**src/rtl/multi_clock_event_collector.sv**
```systemverilog
// Synchronizes two foreign-clock levels into clk, counts their rising edges
// with saturation, and presents each event as a ready/valid record.
module multi_clock_event_collector #(
    parameter int unsigned SYNC_STAGES = 2,
    parameter int unsigned CNT_W       = 8
) (
    input  logic             clk,
    input  logic             reset,
    input  logic             io_result_A,
    input  logic             io_result_B,
    input  logic             io_clear,
    input  logic             io_out_ready,
    output logic             io_out_valid,
    output logic             io_out_bits_src,
    output logic [CNT_W-1:0] io_out_bits_count,
    output logic [CNT_W-1:0] io_count_A,
    output logic [CNT_W-1:0] io_count_B,
    output logic             io_sat,
    output logic             io_drop
);

    localparam int unsigned LAST = SYNC_STAGES - 1;
    localparam logic [CNT_W-1:0] CNT_MAX = '1;

    typedef enum logic {
        OUT_EMPTY = 1'b0,
        OUT_FULL  = 1'b1
    } out_state_e;

    out_state_e state_q, state_d;

    logic [SYNC_STAGES-1:0] sync_a_q, sync_b_q;
    logic                   prev_a_q, prev_b_q;

    logic [CNT_W-1:0] cnt_a_q, cnt_a_d, cnt_b_q, cnt_b_d;
    logic             slot_a_v_q, slot_a_v_d, slot_b_v_q, slot_b_v_d;
    logic [CNT_W-1:0] slot_a_cnt_q, slot_a_cnt_d, slot_b_cnt_q, slot_b_cnt_d;
    logic             src_q, src_d;
    logic [CNT_W-1:0] out_cnt_q, out_cnt_d;
    logic             sat_q, sat_d, drop_q, drop_d;
    // 1 = B is preferred on the next contended load
    logic             ptr_q, ptr_d;

    logic             rise_a, rise_b;
    logic             load_en, sel_b, take_a, take_b;
    logic [CNT_W-1:0] cnt_a_inc, cnt_b_inc;

    // Level synchronizers and previous-value flops; never cleared by io_clear
    always_ff @(posedge clk or negedge reset) begin
        if (!reset) begin
            sync_a_q <= '0;
            sync_b_q <= '0;
            prev_a_q <= 1'b0;
            prev_b_q <= 1'b0;
        end else begin
            sync_a_q <= {sync_a_q[SYNC_STAGES-2:0], io_result_A};
            sync_b_q <= {sync_b_q[SYNC_STAGES-2:0], io_result_B};
            prev_a_q <= sync_a_q[LAST];
            prev_b_q <= sync_b_q[LAST];
        end
    end

    // State, counters, slots, output record and sticky flags
    always_ff @(posedge clk or negedge reset) begin
        if (!reset) begin
            state_q      <= OUT_EMPTY;
            cnt_a_q      <= '0;
            cnt_b_q      <= '0;
            slot_a_v_q   <= 1'b0;
            slot_b_v_q   <= 1'b0;
            slot_a_cnt_q <= '0;
            slot_b_cnt_q <= '0;
            src_q        <= 1'b0;
            out_cnt_q    <= '0;
            sat_q        <= 1'b0;
            drop_q       <= 1'b0;
            ptr_q        <= 1'b0;
        end else begin
            state_q      <= state_d;
            cnt_a_q      <= cnt_a_d;
            cnt_b_q      <= cnt_b_d;
            slot_a_v_q   <= slot_a_v_d;
            slot_b_v_q   <= slot_b_v_d;
            slot_a_cnt_q <= slot_a_cnt_d;
            slot_b_cnt_q <= slot_b_cnt_d;
            src_q        <= src_d;
            out_cnt_q    <= out_cnt_d;
            sat_q        <= sat_d;
            drop_q       <= drop_d;
            ptr_q        <= ptr_d;
        end
    end

    // Next-state: edge detect, counting, slot management, arbitration, output FSM
    always_comb begin
        state_d      = state_q;
        cnt_a_d      = cnt_a_q;
        cnt_b_d      = cnt_b_q;
        slot_a_v_d   = slot_a_v_q;
        slot_b_v_d   = slot_b_v_q;
        slot_a_cnt_d = slot_a_cnt_q;
        slot_b_cnt_d = slot_b_cnt_q;
        src_d        = src_q;
        out_cnt_d    = out_cnt_q;
        sat_d        = sat_q;
        drop_d       = drop_q;
        ptr_d        = ptr_q;

        rise_a = sync_a_q[LAST] & ~prev_a_q;
        rise_b = sync_b_q[LAST] & ~prev_b_q;

        cnt_a_inc = (cnt_a_q == CNT_MAX) ? cnt_a_q : cnt_a_q + CNT_W'(1);
        cnt_b_inc = (cnt_b_q == CNT_MAX) ? cnt_b_q : cnt_b_q + CNT_W'(1);

        // Output can take a new record when empty or completing a handshake
        load_en = (slot_a_v_q | slot_b_v_q) &
                  ((state_q == OUT_EMPTY) | io_out_ready);
        sel_b   = slot_b_v_q & (~slot_a_v_q | ptr_q);
        take_a  = load_en & ~sel_b;
        take_b  = load_en & sel_b;

        if (io_clear) begin
            state_d      = OUT_EMPTY;
            cnt_a_d      = '0;
            cnt_b_d      = '0;
            slot_a_v_d   = 1'b0;
            slot_b_v_d   = 1'b0;
            slot_a_cnt_d = '0;
            slot_b_cnt_d = '0;
            src_d        = 1'b0;
            out_cnt_d    = '0;
            sat_d        = 1'b0;
            drop_d       = 1'b0;
        end else begin
            // Output register
            if (load_en) begin
                state_d   = OUT_FULL;
                src_d     = sel_b;
                out_cnt_d = sel_b ? slot_b_cnt_q : slot_a_cnt_q;
                // Pointer advances only when it actually resolves a contention
                if (slot_a_v_q && slot_b_v_q) begin
                    ptr_d = ~sel_b;
                end
            end else if ((state_q == OUT_FULL) && io_out_ready) begin
                state_d = OUT_EMPTY;
            end

            if (take_a) begin
                slot_a_v_d = 1'b0;
            end
            if (take_b) begin
                slot_b_v_d = 1'b0;
            end

            // Source A event
            if (rise_a) begin
                cnt_a_d = cnt_a_inc;
                if (cnt_a_q == CNT_MAX) begin
                    sat_d = 1'b1;
                end
                if (!slot_a_v_q || take_a) begin
                    slot_a_v_d   = 1'b1;
                    slot_a_cnt_d = cnt_a_inc;
                end else begin
                    drop_d = 1'b1;
                end
            end

            // Source B event
            if (rise_b) begin
                cnt_b_d = cnt_b_inc;
                if (cnt_b_q == CNT_MAX) begin
                    sat_d = 1'b1;
                end
                if (!slot_b_v_q || take_b) begin
                    slot_b_v_d   = 1'b1;
                    slot_b_cnt_d = cnt_b_inc;
                end else begin
                    drop_d = 1'b1;
                end
            end
        end
    end

    assign io_out_valid      = (state_q == OUT_FULL);
    assign io_out_bits_src   = src_q;
    assign io_out_bits_count = out_cnt_q;
    assign io_count_A        = cnt_a_q;
    assign io_count_B        = cnt_b_q;
    assign io_sat            = sat_q;
    assign io_drop           = drop_q;

endmodule

```
**config.mk**
```make
export PLATFORM = sky130hd
export DESIGN_NAME = multi_clock_event_collector
export DESIGN_NICKNAME = d
export VERILOG_FILES = /design/src/rtl/multi_clock_event_collector.sv
export SDC_FILE = /design/constraint.sdc
export NUM_CORES = 1
export LEC_CHECK = 0
export BUFFER_PORTS_ARGS = -buffer_cell sky130_fd_sc_hd__buf_2
export CAP_MARGIN = 30
export CORE_ASPECT_RATIO = 1.5
export CORE_MARGIN = 4
export CORE_UTILIZATION = 55
export DETAILED_ROUTE_END_ITERATION = 10
export GPL_ROUTABILITY_DRIVEN = 0
export PLACE_DENSITY = 0.81
export SYNTH_ARGS = -nofsm -noshare
export SYNTH_HDL_FRONTEND = slang
export SYNTH_SLANG_ARGS = --single-unit
```
**constraint.sdc**
```tcl
create_clock -name clk -period 3.4 [get_ports clk]
set_input_delay 0.51 -clock clk [delete_from_list [all_inputs] [get_ports clk]]
set_output_delay 0.51 -clock clk [all_outputs]
set_load 0.005 [all_outputs]
```
==> flow_summary.yaml, run 1 <==
final_layout:
  syn_to_final_growth_pct: 11.5
  final_net_count: 290
  diodes: 0
  layout-drive-gt1-share_pct: 20.5
  fillers: 394
  fin_cells: 347
logic_synthesis:
  syn_area_per_cell_um2: 10.3
  synth_nets: 264
  yosysSeqAreaShare_pct: 50.4
  ys_ff_latch: 53
  synth_area_leader_cell: "dfrtp_1"
  postSynthCellCount: 256
  yosysMostFrequentCell: "dfrtp_1"
  synth_area_leaders: "dfrtp_1 50%, nor2_1 3.7%, nand3_1 3.6%"
  yosys.cell_types.count: 51
  synth_flop_cell: "dfrtp_1"
  async_flop_share_pct: 100
  synth_area_um2: 2630
  synth_common_cells: "53 x dfrtp_1, 26 x nor2_1, 21 x nand2_1"
  synth_enable_flop_cells: 0
  synth_top_area_share_pct: 50.4
  yosysWarningCount: 0
pwr:
  p_leak_uw: 0.00132
  p_total_uw: 1230
  p_sw_share_pct: 24.2
  combPwrFrac_pct: 8.5
  clockPowerShare_pct: 36.6
  power.ir.vdd_worst_uv: 289
  power_frac_seq_pct: 54.9
  p_switching_uw: 298
  p_per_area_nw_per_um2: 420
  power.internal_uw: 934
setup_path:
  end_kind: "flop"
  cp.arrival_ns: 2.12
  critPathLaunchType: "flop"
  crit_type: "flop to flop"
  path_delay_family: "simple AND/OR/NAND/NOR gates"
  crit_fanout: 8
  crit_required_ns: 3.60
  slowest_delay_ns: 0.45
  path_cells: "ha_1, nand4_1, nor2_2, mux2_2, a22o_1"
  cp.buffers_inverters: 0
  cpMaxStageDelayCell: "dfrtp_1"
timing:
  worst_pin_slew_ns: 0.741
  max_slew_margin_pct: 50.6
  setup-violations-final: 0
  slew_violations: 0
  fmax_mhz: 520
  post-route-min-period_ns: 1.92
  fin_crit_sh_pct: 56.5
  tns_ns: 0
  rsz0062_at_grt: "false"
  hold_viol_final: 0
  fin_skew_ns: 0.00982
route:
  first_iter_violations: 104
  drt_pass1_iterations: 4
  vias: 2074
  ant_nets: 0
  routed_via_density: 5.98
  avgRoutedWirePerCell_um: 16.4
  route.detailed.drc: 0
  wl_um: 5690
global_route:
  antenna_found_initial: 0
  gr-max-usage-layer: "met2"
  overflow: 0
  grt_pass1_vias: 2066
  grt_start_max_net_pins: 34
  met1_usage_pct: 26.9
  grt_util_met2_pct: 37.1
  grt_pass1_wl_um: 10000
  grt_usage_pct: 21.5
  grt_use_met3_pct: 3.52
clock_tree:
  tritoncts: "yes"
  clk_pin_slew_worst_paths_ns: 0.10
  cts_max_path_buffers: 2
  htreeDepth: 2
  cts_made_buffers: 5
  clkLatencyLatePin_ns: 0.31
  cts_resized: 0
  cts_setup_buffers: 0
  clock_sinks: 53
  cts-root-buf: "clkbuf_8"
  hold_buffers: 0
placed_design:
  dp_cells: 339
  io_buffers: 33
  hpwlAfterDp_um: 4140
floorplan:
  io_pins: 34
  rows: 30
  die_w_um: 64.5
  core_um2: 4580
  die_y_um: 92.7
  initial_utilization_pct: 57.5
  dieArea_um2: 5980
run:
  drv_cap: 0
min_path:
  hp-class: "primary input to async pin"
outcome:
  status: "completed"
-- cells by family (layout without fill, tap and decap cells) --
logic type,after synthesis,in the layout,synth area share [%]
buf+inv,18,45,3.14
simple gates,101,101,20.4
xor+xnor,8,8,2.66
compound gates,63,63,18.2
mux,11,11,4.28
flops,53,53,50.4
fa+ha+maj,2,2,0.951
-- flip-flops by register name, indices dropped and copies added (netlist names) --
signal,cells
io_out_bits_src,1
io_count_A,8
io_out_bits_count,8
io_count_B,8
ptr_q,1
slot_b_cnt_q,8
prev_a_q,1
sync_a_q,2
slot_b_v_q,1
slot_a_v_q,1
prev_b_q,1
io_drop,1
io_out_valid,1
io_sat,1
sync_b_q,2
slot_a_cnt_q,8
-- layout by cell type (no fill, tap or decap), drive strengths merged, types with 3 or more instances in the layout --
cell     count
a21oi        9
a22o         5
a311oi      11
a31oi        5
a32o         3
and3         3
and4         3
buf         35
clkbuf       7
dfrtp       53
mux2i        9
nand2       21
nand2b       7
nand3       20
nand4        4
nor2        28
nor2b        4
nor3         3
o211ai       3
o21ai       10
o2bb2ai      7
or2          3
xnor2        3
xor2         5
-- worst paths after layout --
path	startpoint	end	slack (ns)	cells after the start
setup / recovery	io_count_A[0]	slot_a_cnt_q[1]	1.48	5
max in group asynchronous	reset	io_count_A[5]	2.39	2
hold / removal	reset	io_count_B[5]	0.25	1
hold reg to reg	sync_b_q[0]	sync_b_q[1]	0.36	0
min in group clk	io_result_A	sync_a_q[0]	0.30	1
setup reg to reg	io_count_A[0]	slot_a_cnt_q[1]	1.48	5
-- through the flow --
stage               hold WS [ns]  instance area, um^2  util, %  worst slack, ns
floorplan                  0.214                 2630        -             1.65
finish                     0.248                 2930     64.0             1.48
detailed placement         0.336                 2820     61.5             1.50
global route               0.293                 2930     64.0             1.33
global placement           0.333                 2820     61.5             1.59
CTS                        0.273                 2930     64.0             1.50
-- power by group through the flow --
stage	sequential [uW]	combinational [uW]	clock, uW
6_report	676	105	451
5_1_grt	680	119	482
4_1_cts	676	107	454
3_5_place_dp	688	105	0
3_3_place_gp	686	104	0
2_1_floorplan	684	64.3	0
-- worst reg2reg max path, cell delays in order, from the launching register on --
cell and delay (ns):
dfrtp_1 0.45, ha_1 0.34, nand4_1 0.25, nor2_2 0.22, mux2_2 0.36, a22o_1 0.20
-- metal layers --
| layer | wire length [um] | share of wire, % | up-vias |
|---|---|---|---|
| met5 | 0 | 0 | - |
| met4 | 114 | 2.0 | 0 |
| met3 | 213 | 3.7 | 10 |
| met2 | 3000 | 53 | 49 |
| met1 | 2360 | 41 | 1024 |
| li1 | - | - | 991 |
-- layout make-up --
class | instances | area, um^2 | share of cell area [%]
Clock buffer | 7 | 86.3 | 2.94
Tap cell | 64 | 80.1 | 2.73
Multi-Input combinational cell | 185 | 1220 | 41.7
Clock inverter | 1 | 30.0 | 1.02
Timing Repair Buffer | 35 | 180 | 6.14
Inverter | 2 | 7.51 | 0.256
Sequential cell | 53 | 1330 | 45.2
(Power assumes the default switching activity.)
==> run 2: changes to the inputs <==
ABC_AREA = 1   (was not set)
CORE_UTILIZATION = 51   (was 55)
PLACE_DENSITY = 0.8   (was 0.81)
clock period = 1.6 ns   (was 3.4 ns; I/O delays follow)
==> flow_summary.yaml, run 2 <==
global_route:
  met1_usage_pct: 23.4
  grt_pass1_wl_um: 9740
  overflow: 0
  grt_use_met3_pct: 2.50
  grt_start_max_net_pins: 24
  antenna_found_initial: 0
  gr-max-usage-layer: "met2"
  grt_usage_pct: 20.1
  grt_util_met2_pct: 37.2
  grt_pass1_vias: 2158
timing:
  rsz0062_at_grt: "false"
  tns_ns: 0
  fin_crit_sh_pct: 88.4
  slew_violations: 0
  post-route-min-period_ns: 1.41
  fin_skew_ns: 0.00800
  setup-violations-final: 0
  fmax_mhz: 707
  worst_pin_slew_ns: 0.522
  max_slew_margin_pct: 65.2
  hold_viol_final: 0
floorplan:
  io_pins: 34
  die_y_um: 94.9
  die_w_um: 65.9
  initial_utilization_pct: 53.0
  rows: 31
  core_um2: 4850
  dieArea_um2: 6260
clock_tree:
  clock_sinks: 53
  cts-root-buf: "clkbuf_8"
  tritoncts: "yes"
  clk_pin_slew_worst_paths_ns: 0.09
  clkLatencyLatePin_ns: 0.30
  cts_made_buffers: 5
  cts_max_path_buffers: 2
  htreeDepth: 2
setup_path:
  critPathLaunchType: "flop"
  startpoint: "io_count_B[0]"
  r2r_cells: 8
  cp-endpoint: "slot_b_cnt_q[1]"
  regToRegEndpoint: "slot_b_cnt_q[1]"
  worstReg2RegStart: "io_count_B[0]"
  crit_fanout: 6
  crit_required_ns: 1.78
  r2r_slack_ns: 0.19
  end_kind: "flop"
  crit_type: "flop to flop"
  cp.arrival_ns: 1.59
logic_synthesis:
  synth_common_cells: "93 x nand2_1, 53 x dfrtp_1, 46 x nand3_1"
  synth_top_area_share_pct: 51.6
  synth_area_um2: 2570
  yosysWarningCount: 0
  postSynthCellCount: 321
  synth_area_leader_cell: "dfrtp_1"
  synth_enable_flop_cells: 0
  synth_nets: 329
  yosysSeqAreaShare_pct: 51.6
  async_flop_share_pct: 100
  yosys.cell_types.count: 23
  ys_ff_latch: 53
  yosysMostFrequentCell: "nand2_1"
  syn_area_per_cell_um2: 8.00
  synth_flop_cell: "dfrtp_1"
  synth_area_leaders: "dfrtp_1 52%, nand2_1 14%, nand3_1 9.0%"
final_layout:
  fin_cells: 429
  layout_commonest_cell: "nand2_1"
  layout-drive-gt1-share_pct: 19.6
  syn_to_final_growth_pct: 14.8
  final_net_count: 370
  most-common-layout-cells: "93 x nand2_1, 50 x dfrtp_1, 46 x nand3_1"
  diodes: 0
route:
  first_iter_violations: 95
  route.detailed.drc: 0
  avgRoutedWirePerCell_um: 13.1
  vias: 2236
  drt_pass1_iterations: 4
  ant_nets: 0
  wl_um: 5600
  routed_via_density: 5.21
pwr:
  clockPowerShare_pct: 28.4
  p_sw_share_pct: 26.7
  power.internal_uw: 1830
  power.ir.vdd_worst_uv: 490
  p_per_area_nw_per_um2: 846
  power_frac_seq_pct: 58.9
  p_leak_uw: 0.00149
  combPwrFrac_pct: 12.7
  p_switching_uw: 666
min_path:
  hp-class: "primary input to flop"
run:
  drv_cap: 0
placed_design:
  dp_cells: 419
  hpwlAfterDp_um: 4280
  io_buffers: 33
outcome:
  status: "completed"
[run 2: stage by stage]
step	util (%)	area [um^2]	power, uW	hold slack [ns]	setup WS, ns
after detailed placement	58.6	2840	1800	0.238	0.142
after global routing	60.8	2950	2630	0.0368	0.0212
after CTS	60.5	2930	2510	0.0382	0.119
after floorplan	-	2570	1670	-0.0556	0.292
after global placement	58.6	2840	1790	0.242	0.229
final	60.8	2950	2490	0.0469	0.186
[run 2: critical path: stages, from the launching register on]
cell	delay [ns]
dfrtp_2	0.42
ha_1	0.22
nand2_2	0.10
nor2_4	0.13
nand2_2	0.11
nand2_1	0.09
nand2_1	0.07
nand3_1	0.06
o21ai_0	0.09
[run 2: cell type report]
cell class              count  area (um^2)
clock inverters             2         10.0
well taps                  66         82.6
flip-flops and latches     53         1330
inverters                  29          109
repair buffers             41          253
fillers                   442         1900
multi-input cells         232         1090
clock buffers               6         72.6
[run 2: cells by family (layout without fill, tap and decap cells)]
logic type	after synthesis	count (layout)	synth area share (%)
and+or+nand+nor	181	181	30.8
DFF	53	53	51.6
AOI/OAI and AO/OA	48	48	10.2
buffers and inverters	36	78	6.04
adders and majority gates	2	2	0.974
xor gates and xnor gates	1	1	0.341
[run 2: how the worst min path moves through the flow]
stage | slack, ns | endpoint | cells after the start | start
CTS | 0.04 | sync_b_q[0] | 1 | io_result_B
global route | 0.04 | sync_a_q[0] | 1 | io_result_A
global placement | 0.24 | sync_b_q[0] | 1 | reset
detailed placement | 0.24 | sync_b_q[0] | 1 | reset
finish | 0.05 | sync_a_q[0] | 1 | io_result_A
floorplan | -0.06 | io_count_A[0] | 0 | reset
[run 2: metal layers]
layer / up-vias / wire (um)
li1: 1123 / -
met2: 57 / 3110
met3: 11 / 204
met5: - / 0
met4: 0 / 96
met1: 1045 / 2190
[run 2: power groups by stage]
| stage | registers (uW) | logic, uW | clock network, uW |
|---|---|---|---|
| floorplan | 1480 | 189 | 0 |
| global placement | 1490 | 305 | 0 |
| detailed placement | 1490 | 308 | 0 |
| CTS | 1470 | 312 | 726 |
| global route | 1480 | 362 | 786 |
| finish | 1470 | 316 | 709 |
[run 2: what timing repair did]
action	CTS	global route
gates resized for setup	0	4
setup buffers	0	1
hold endpoints to repair	18	0
hold buffers	1	0
setup endpoints to repair	0	8
==> run 3: changes to the inputs <==
--- a/config.mk
+++ b/config.mk
@@ -14,4 +14,5 @@
 export DETAILED_ROUTE_END_ITERATION = 10
 export GPL_ROUTABILITY_DRIVEN = 0
+export HOLD_SLACK_MARGIN = 0.06
 export PLACE_DENSITY = 0.8
 export SYNTH_ARGS = -nofsm -noshare
==> constraint.sdc (replaced) <==
create_clock -name clk -period 1.6 [get_ports clk]
set_input_delay 0.32 -clock clk [delete_from_list [all_inputs] [get_ports clk]]
set_output_delay 0.32 -clock clk [all_outputs]
set_load 0.005 [all_outputs]
==> flow_summary.yaml, run 3 (same netlist as run 2, synthesis figures left out) <==
setup_path:
  path_cells: "ha_1, nand2_2, nor2_2, nand2_2, nand2_1, nand2_1, nand3_1, o21ai_0"
  end_kind: "flop"
  crit_required_ns: 1.78
  crit_fanout: 6
  critPathLaunchType: "flop"
  cp.arrival_ns: 1.62
  slowest_delay_ns: 0.43
  crit_type: "flop to flop"
  cpMaxStageDelayCell: "dfrtp_1"
timing:
  hold-worst-slack_ns: 0.127
  tns_ns: 0
  setup-violations-final: 0
  fin_crit_sh_pct: 90.2
  worst_pin_slew_ns: 0.515
  post-route-min-period_ns: 1.44
  rsz0062_at_grt: "false"
  fmax_mhz: 693
  hold_viol_final: 0
  fin_skew_ns: 0.00906
  slew_violations: 0
  setup_slack_ns: 0.157
  max_slew_margin_pct: 65.7
clock_tree:
  htreeDepth: 2
  clock_sinks: 53
  cts_setup_buffers: 0
  cts_made_buffers: 5
  cts_max_path_buffers: 2
  clk_pin_slew_worst_paths_ns: 0.08
  clkLatencyLatePin_ns: 0.30
  cts-root-buf: "clkbuf_8"
  tritoncts: "yes"
final_layout:
  layout-drive-gt1-share_pct: 18.0
  diodes: 0
  final_net_count: 368
  fillers: 449
  most-common-layout-cells: "93 x nand2_1, 52 x dfrtp_1, 46 x nand3_1"
  layout_commonest_cell: "nand2_1"
  finalCoreUtilization_pct: 60.6
  syn_to_final_growth_pct: 14.3
global_route:
  grt_usage_pct: 19.6
  grt_pass1_wl_um: 9520
  grt_pass1_vias: 2104
  antenna_found_initial: 0
  overflow: 0
  grt_start_max_net_pins: 30
route:
  vias: 2203
  wl_um: 5420
  drt_pass1_iterations: 4
  first_iter_violations: 130
  route.detailed.drc: 0
  ant_nets: 0
  avgRoutedWirePerCell_um: 12.7
  routed_via_density: 5.16
pwr:
  power_frac_seq_pct: 59.2
  combPwrFrac_pct: 12.5
  p_switching_uw: 648
  p_total_uw: 2480
  p_sw_share_pct: 26.1
  power.ir.vdd_worst_uv: 633
  power.internal_uw: 1830
  clockPowerShare_pct: 28.3
  p_leak_uw: 0.00149
  p_per_area_nw_per_um2: 845
floorplan:
  core_um2: 4850
  dieArea_um2: 6260
  die_w_um: 65.9
  die_y_um: 94.9
  initial_utilization_pct: 53.0
  rows: 31
  io_pins: 34
outcome:
  status: "completed"
placed_design:
  pre_cts_slack_ns: 0.159
  io_buffers: 33
  hpwlAfterDp_um: 4190
min_path:
  hp-class: "primary input to flop"
run:
  drv_cap: 0
-- run 3: path summary, 6_finish.rpt --
path	slack, ns	startpoint	endpoint	depth (start not counted)
setup / recovery	0.16	io_count_B[1]	slot_b_cnt_q[1]	8
hold / removal	0.13	io_result_A	sync_a_q[0]	1
setup reg to reg	0.16	io_count_B[1]	slot_b_cnt_q[1]	8
hold reg to reg	0.36	sync_b_q[0]	sync_b_q[1]	0
max in group asynchronous	0.61	reset	io_out_bits_count[3]	3
min in group asynchronous	0.52	reset	io_out_bits_src	2
-- run 3: cell type report --
type,instances,area [um^2],area share (%)
Clock buffer,8,80.1,2.73
Inverter,29,109,3.71
Multi-Input combinational cell,232,1090,37.0
Sequential cell,53,1330,45.2
Tap cell,66,82.6,2.81
Timing Repair Buffer,39,250,8.52
-- run 3: through the flow --
step | cells | instance area, um^2
finish | 427 | 2940
global route | 427 | 2940
CTS | 427 | 2940
detailed placement | 418 | 2850
global placement | 418 | 2850
floorplan | 321 | 2570
-- run 3: timing repair --
item / in CTS / in global routing
hold endpoints to repair: 18 / 0
setup endpoints to repair: 0 / 4
gates resized for setup: 0 / 1
hold buffers: 1 / 0
-- run 3: power groups by stage --
stage | clock, uW | sequential [uW] | combinational, uW
3_3_place_gp | 0 | 1490 | 307
5_1_grt | 777 | 1480 | 360
2_1_floorplan | 0 | 1480 | 189
6_report | 702 | 1470 | 309
4_1_cts | 718 | 1470 | 314
3_5_place_dp | 0 | 1490 | 309
-- run 3: critical path: cells and delay by family (launching register included) --
kind	cells	cell delay (ns)
adder cells (fa/ha/maj)	1	0.22
flip-flops	1	0.43
AO/OA/AOI/OAI	1	0.07
AND/OR/NAND/NOR	6	0.61
-- run 3: metal layers --
metal	part of all wire (%)	up-vias	GRT usage, %	wire length (um)
met5	0	-	0	0
met4	1.6	0	5.76	89
met3	4.7	9	3.69	255
met2	54	57	36.8	2950
met1	39	1017	22.0	2120
li1	-	1120	-	-
